==> src/rtl/upd_slow_phy_to_llr_gen.sv <==
// Slow-path LLR input generator: splits wide IQ FIFO words into LANES-wide RE beats and pairs
// each RE with a noise value shared by groups of `rate` consecutive REs.
module upd_slow_phy_to_llr_gen #(
    parameter int unsigned DW          = 16,
    parameter int unsigned IQ_WORDS    = 8,
    parameter int unsigned NOISE_WORDS = 8,
    parameter int unsigned LANES       = 2,
    parameter int unsigned CNT_W       = 16
) (
    input  logic                      i_core_clk,
    input  logic                      i_rx_rst,
    input  logic                      i_start,
    input  logic [CNT_W-1:0]          i_user_iq_noise_rate,
    input  logic [CNT_W-1:0]          i_cur_user_re_amounts,
    input  logic [IQ_WORDS*DW-1:0]    i_iq_data,
    input  logic [NOISE_WORDS*DW-1:0] i_noise_data,
    input  logic                      i_iq_fifo_empty,
    input  logic                      i_noise_fifo_empty,
    output logic                      o_iq_fifo_rd_en,
    output logic                      o_noise_fifo_rd_en,
    input  logic                      i_out_ready,
    output logic                      o_data_strobe,
    output logic [LANES*DW-1:0]       o_re_data_i,
    output logic [LANES*DW-1:0]       o_re_data_q,
    output logic [LANES*DW-1:0]       o_noise_data,
    output logic [LANES-1:0]          o_re_valid,
    output logic                      o_busy,
    output logic                      o_done,
    output logic                      o_start_err
);
    localparam int RES_PER_WORD = int'(IQ_WORDS) / 2;
    localparam int NW           = int'(NOISE_WORDS);
    localparam int NL           = int'(LANES);
    localparam int BPW          = RES_PER_WORD / NL;

    localparam logic [1:0] S_IDLE = 2'd0;
    localparam logic [1:0] S_LOAD = 2'd1;
    localparam logic [1:0] S_RUN  = 2'd2;
    localparam logic [1:0] S_DONE = 2'd3;

    logic [1:0]               r_state;
    logic [CNT_W-1:0]         r_amounts;
    logic [CNT_W-1:0]         r_rate;
    logic [CNT_W-1:0]         r_re_cnt;
    logic [CNT_W-1:0]         r_rate_cnt;
    logic [CNT_W-1:0]         r_noise_pos;
    logic [CNT_W-1:0]         r_beat_idx;
    logic [NOISE_WORDS*DW-1:0] r_hold;
    logic                     r_strobe;
    logic [LANES*DW-1:0]      r_i;
    logic [LANES*DW-1:0]      r_q;
    logic [LANES*DW-1:0]      r_n;
    logic [LANES-1:0]         r_valid;
    logic                     r_done;
    logic                     r_start_err;

    logic                     w_remain;
    logic                     w_last_beat;
    logic                     w_need_next;
    logic                     w_load;
    logic                     w_iq_pop;
    logic                     w_accept_last;
    logic [LANES*DW-1:0]      w_i;
    logic [LANES*DW-1:0]      w_q;
    logic [LANES*DW-1:0]      w_n;
    logic [LANES-1:0]         w_valid;
    logic [CNT_W-1:0]         w_rate_cnt_nxt;
    logic [CNT_W-1:0]         w_noise_pos_nxt;

    // Walk the lanes in order, advancing the noise position once every `rate` valid REs.
    // A position at or beyond NW belongs to the next noise word, i.e. the FIFO head.
    always_comb begin
        int pos;
        int cnt;
        int re_idx;
        w_remain    = (r_re_cnt < r_amounts);
        w_last_beat = ({1'b0, r_re_cnt} + (CNT_W+1)'(NL)) >= {1'b0, r_amounts};
        w_need_next = 1'b0;
        w_i         = '0;
        w_q         = '0;
        w_n         = '0;
        w_valid     = '0;
        pos         = int'(r_noise_pos);
        cnt         = int'(r_rate_cnt);
        re_idx      = 0;
        for (int k = 0; k < NL; k++) begin
            if (int'(r_re_cnt) + k < int'(r_amounts)) begin
                w_valid[k] = 1'b1;
                re_idx     = int'(r_beat_idx) * NL + k;
                for (int j = 0; j < RES_PER_WORD; j++) begin
                    if (j == re_idx) begin
                        w_i[k*DW +: DW] = i_iq_data[2*j*DW +: DW];
                        w_q[k*DW +: DW] = i_iq_data[(2*j+1)*DW +: DW];
                    end
                end
                if (pos >= NW) begin
                    w_need_next = 1'b1;
                    for (int j = 0; j < NW; j++) begin
                        if (j == pos - NW) w_n[k*DW +: DW] = i_noise_data[j*DW +: DW];
                    end
                end else begin
                    for (int j = 0; j < NW; j++) begin
                        if (j == pos) w_n[k*DW +: DW] = r_hold[j*DW +: DW];
                    end
                end
                cnt = cnt + 1;
                if (cnt >= int'(r_rate)) begin
                    cnt = 0;
                    pos = pos + 1;
                end
            end
        end
        w_rate_cnt_nxt  = CNT_W'(cnt);
        w_noise_pos_nxt = CNT_W'(w_need_next ? pos - NW : pos);
    end

    assign w_load = !i_rx_rst && (r_state == S_RUN) && (!r_strobe || i_out_ready) &&
                    !i_iq_fifo_empty && w_remain && (!w_need_next || !i_noise_fifo_empty);
    assign w_iq_pop      = w_load && ((r_beat_idx == CNT_W'(BPW - 1)) || w_last_beat);
    assign w_accept_last = (r_state == S_RUN) && r_strobe && i_out_ready && !w_remain;

    assign o_iq_fifo_rd_en    = w_iq_pop;
    assign o_noise_fifo_rd_en = !i_rx_rst && !i_noise_fifo_empty &&
                                ((r_state == S_LOAD) || (w_load && w_need_next));
    assign o_data_strobe = r_strobe;
    assign o_re_data_i   = r_i;
    assign o_re_data_q   = r_q;
    assign o_noise_data  = r_n;
    assign o_re_valid    = r_valid;
    assign o_busy        = (r_state == S_LOAD) || (r_state == S_RUN);
    assign o_done        = r_done;
    assign o_start_err   = r_start_err;

    always_ff @(posedge i_core_clk) begin
        if (i_rx_rst) begin
            r_state     <= S_IDLE;
            r_amounts   <= '0;
            r_rate      <= '0;
            r_re_cnt    <= '0;
            r_rate_cnt  <= '0;
            r_noise_pos <= '0;
            r_beat_idx  <= '0;
            r_hold      <= '0;
            r_strobe    <= 1'b0;
            r_i         <= '0;
            r_q         <= '0;
            r_n         <= '0;
            r_valid     <= '0;
            r_done      <= 1'b0;
            r_start_err <= 1'b0;
        end else begin
            r_start_err <= i_start && (r_state != S_IDLE);
            r_done      <= (r_state == S_DONE);
            case (r_state)
                S_IDLE: begin
                    if (i_start) begin
                        r_amounts   <= i_cur_user_re_amounts;
                        r_rate      <= (i_user_iq_noise_rate == '0) ? CNT_W'(1)
                                                                   : i_user_iq_noise_rate;
                        r_re_cnt    <= '0;
                        r_rate_cnt  <= '0;
                        r_noise_pos <= '0;
                        r_beat_idx  <= '0;
                        r_state     <= (i_cur_user_re_amounts == '0) ? S_DONE : S_LOAD;
                    end
                end
                S_LOAD: begin
                    if (!i_noise_fifo_empty) begin
                        r_hold  <= i_noise_data;
                        r_state <= S_RUN;
                    end
                end
                S_RUN: begin
                    if (w_accept_last) r_state <= S_DONE;
                end
                default: begin
                    r_hold  <= '0;
                    r_state <= S_IDLE;
                end
            endcase
            if (w_load) begin
                r_strobe    <= 1'b1;
                r_i         <= w_i;
                r_q         <= w_q;
                r_n         <= w_n;
                r_valid     <= w_valid;
                r_re_cnt    <= w_last_beat ? r_amounts : r_re_cnt + CNT_W'(NL);
                r_rate_cnt  <= w_rate_cnt_nxt;
                r_noise_pos <= w_noise_pos_nxt;
                r_beat_idx  <= w_iq_pop ? '0 : r_beat_idx + CNT_W'(1);
                if (w_need_next) r_hold <= i_noise_data;
            end else if (i_out_ready) begin
                r_strobe <= 1'b0;
            end
        end
    end

endmodule

==> config.mk <==
export PLATFORM = sky130hd
export DESIGN_NAME = upd_slow_phy_to_llr_gen
export DESIGN_NICKNAME = d
export VERILOG_FILES = /design/src/rtl/upd_slow_phy_to_llr_gen.sv
export SDC_FILE = /design/constraint.sdc
export NUM_CORES = 1
export LEC_CHECK = 0
export BUFFER_PORTS_ARGS = -buffer_cell sky130_fd_sc_hd__buf_2
export CORE_UTILIZATION = 35
export DETAILED_ROUTE_END_ITERATION = 12
export SYNTH_ARGS = -nofsm -noshare
export SYNTH_HDL_FRONTEND = slang
export SYNTH_SLANG_ARGS = --single-unit
export TNS_END_PERCENT = 30
==> constraint.sdc <==
create_clock -name i_core_clk -period 10.3 [get_ports i_core_clk]
set_input_delay 1.03 -clock i_core_clk [delete_from_list [all_inputs] [get_ports i_core_clk]]
set_output_delay 1.03 -clock i_core_clk [all_outputs]
set_load 0.005 [all_outputs]
==> reports/qor.csv <==
stage;metric;value;unit
floorplanning;die_w;255;um
run_status;outcome;completed;
detailed_routing;drc_errors;0;
cts;ctsResizeCount;0;
global_routing;grt_antenna_before_repair;31;
placed_design;gp_congestion;0.957;
finish;layout_common_cells;503 x nor2_1, 396 x buf_2, 327 x dfxtp_1;
finish;final_common_cell;nor2_1;
finish;drive_gt1_share;17.0;%
global_routing;grt_max_degree;183;
setup_path;crit_slowest_cell;or4_1;
timing;tightestPinTransition;1.16;ns
setup_path;slowest_delay;0.59;ns
timing;hold_slack;0.457;ns
timing;period_needed;9.14;ns
job;cap_violations;0;
placed_design;post-place-ws;1.31;ns
floorplanning;die_area;65200;um^2
timing;finClkSkew;0.0240;ns
logic_synthesis;synth_nets;3469;
cts;clockRootBuffer;clkbuf_16;
detailed_routing;drt_iter0_drc;2405;
logic_synthesis;async_reset_ff_share;0;%
detailed_routing;firstDrtPassIters;6;
setup_path;crit_type;reg -> reg;
cts;cts_made_buffers;41;
power;p_leak;10.6;nW
logic_synthesis;ys_types;101;
min_path;hold_class;reg -> reg;
floorplanning;io_pins;398;
setup_path;cp-start-kind;register;
logic_synthesis;seq_area_frac_synth;29.1;%
global_routing;grt_pass1_wl;140;mm
cts;ctsHtreeMaxLevel;2;
logic_synthesis;synth_edf_count;0;
logic_synthesis;synth_warnings;0;
detailed_routing;route.antenna.remaining_nets;0;
detailed_routing;wl_per_cell;22.2;um
timing;setup-violations-final;0;
timing;fin_crit_sh;88.7;%
finish;areaGrowthSynthToFinish;16.9;%
detailed_routing;routed-via-count;24700;
timing;relSlewSlack;22.7;%
cts;cts_sinks;327;
placed_design;hpwl;65.7;mm
cts;cts_buffer_depth;3;
logic_synthesis;synth_flop_cell;dfxtp_1;
cts;postCtsSetupBuffers;0;
timing;hold_violations;0;
detailed_routing;viasPerCell;5.92;
timing;fin_ws;1.16;ns
cts;cts.clk_slew.worst_paths;0.07;ns
cts;cts_tree;yes;
setup_path;cp-end-kind;register;
logic_synthesis;synth_cells;3073;
setup_path;worstPathRequired;10.76;ns
floorplanning;core-area;63300;um^2
timing;slew_violations;0;
logic_synthesis;syn_area_per_cell;7.31;um^2
power;power_density;183;nW/um^2
detailed_routing;routed_wl;92.7;mm
setup_path;critPathMaxFanout;22;
global_routing;grt_pass1_vias;22600;
power;max-vdd-ir-drop;0.147;mV
floorplanning;initial_core_util;35.5;%
finish;nets;3673;
logic_synthesis;synth.cell_area;22500;um^2
timing;finalSetupTns;0;ns
floorplanning;num_rows;92;
timing;rsz0062_at_grt;no;
setup_path;critPathArrivalTime;9.60;ns
timing;fmax;0.109;GHz
global_routing;track_usage;27.2;%
placed_design;io_buffers;397;
floorplanning;die_h;255;um
logic_synthesis;synth-seq-cells;327;
cts;postCtsHoldBufs;0;
global_routing;grt_overflow_total;0;
cts;clk_latency;0.59;ns
## path summary, 6_finish.rpt
| check | slack, ns | startpoint | cells after the start | to |
|---|---|---|---|---|
| setup / recovery | 1.16 | r_rate_cnt[0] | 33 | r_noise_pos[15] |
| hold / removal | 0.46 | r_rate[6] | 2 | r_rate[6] |
| setup reg to reg | 1.16 | r_rate_cnt[0] | 33 | r_noise_pos[15] |
| hold reg to reg | 0.46 | r_rate[6] | 2 | r_rate[6] |
## metal layers
layer / wire length [um] / up-vias / GRT usage [%]
met1: 38300 / 11800 / 34.6
met3: 7050 / 200 / 5.81
met5: 232 / - / 0
met2: 43900 / 981 / 45.0
li1: - / 11700 / -
met4: 3210 / 34 / 10.1
## critical path, delay by kind of cell, from the launching register on
kind	cells	cell delay, ns
and+or+nand+nor	14	3.41
AOI/OAI and AO/OA	11	2.94
adders and majority gates	4	1.30
DFF	1	0.53
xor gates and xnor gates	2	0.42
buffers and inverters	2	0.41
## per-stage QoR
| step | instance area [um^2] | power [mW] | util [%] | std cells |
|---|---|---|---|---|
| CTS | 26200 | 4.83 | 41.5 | 4152 |
| global route | 26300 | 5.07 | 41.5 | 4157 |
| global placement | 24900 | 3.30 | 39.3 | 4080 |
| floorplan | 22500 | 2.67 | - | 3073 |
| detailed placement | 24900 | 3.30 | 39.3 | 4080 |
| finish | 26300 | 4.82 | 41.5 | 4167 |
## flip-flops by register name (all words and copies together) (netlist names)
signal	flops
o_start_err	1
r_state	2
r_rate	16
o_done	1
o_re_valid	2
r_re_cnt	16
r_noise_pos	16
o_re_data_i	32
o_data_strobe	1
r_beat_idx	16
r_hold	128
o_re_data_q	32
o_noise_data	32
r_amounts	16
r_rate_cnt	16
## kinds of logic (layout without fill, tap and decap cells)
logic type / after synthesis / count (layout) / share of synthesized area [%]
xor+xnor: 108 / 108 / 4.24
compound gates: 978 / 978 / 30.3
simple gates: 1199 / 1199 / 24.1
other cells: 0 / 15 / 0
flops: 327 / 327 / 29.1
buf+inv: 348 / 581 / 6.07
fa+ha+maj: 102 / 102 / 5.68
mux: 11 / 11 / 0.507
## power breakdown
part | switching (mW) | internal, mW
combinational | 1.24 | 0.580
clock | 0.635 | 0.875
sequential | 0.100 | 1.39
## synth_stat cells, types with 13 or more instances
master	n	area share, %
nand2_1	292	4.9
nand3_1	79	1.8
and3_1	28	0.78
clkbuf_1	235	3.9
a222oi_1	16	0.71
o31ai_1	13	0.43
o21ai_0	90	2.0
nand4_1	29	0.81
nor3_1	110	2.4
inv_1	70	1.2
dfxtp_1	327	29
a21oi_1	264	5.9
a311oi_1	17	0.66
ha_1	102	5.7
nor3b_1	16	0.53
nor2_1	506	8.4
a31oi_1	30	0.83
xor2_1	47	1.8
buf_1	17	0.28
nor4_1	32	0.89
xnor2_1	60	2.3
and2_1	20	0.56
a22oi_1	184	6.1
o211ai_1	26	0.87
a211oi_1	105	3.5
buf_2	13	0.29
nand2b_1	18	0.50
a21o_1	23	0.77
a221oi_1	106	4.1
a221o_1	17	0.76
## final cells by class
type                    count  area (um^2)
diodes                     15         37.5
clock buffers              60         1220
clock inverters            12          149
fillers                  6714        37000
inverters                  72          270
multi-input cells        2398        14700
flip-flops and latches    327         6550
well taps                 846         1060
repair buffers            437         2310
(Power assumes the default switching activity.)
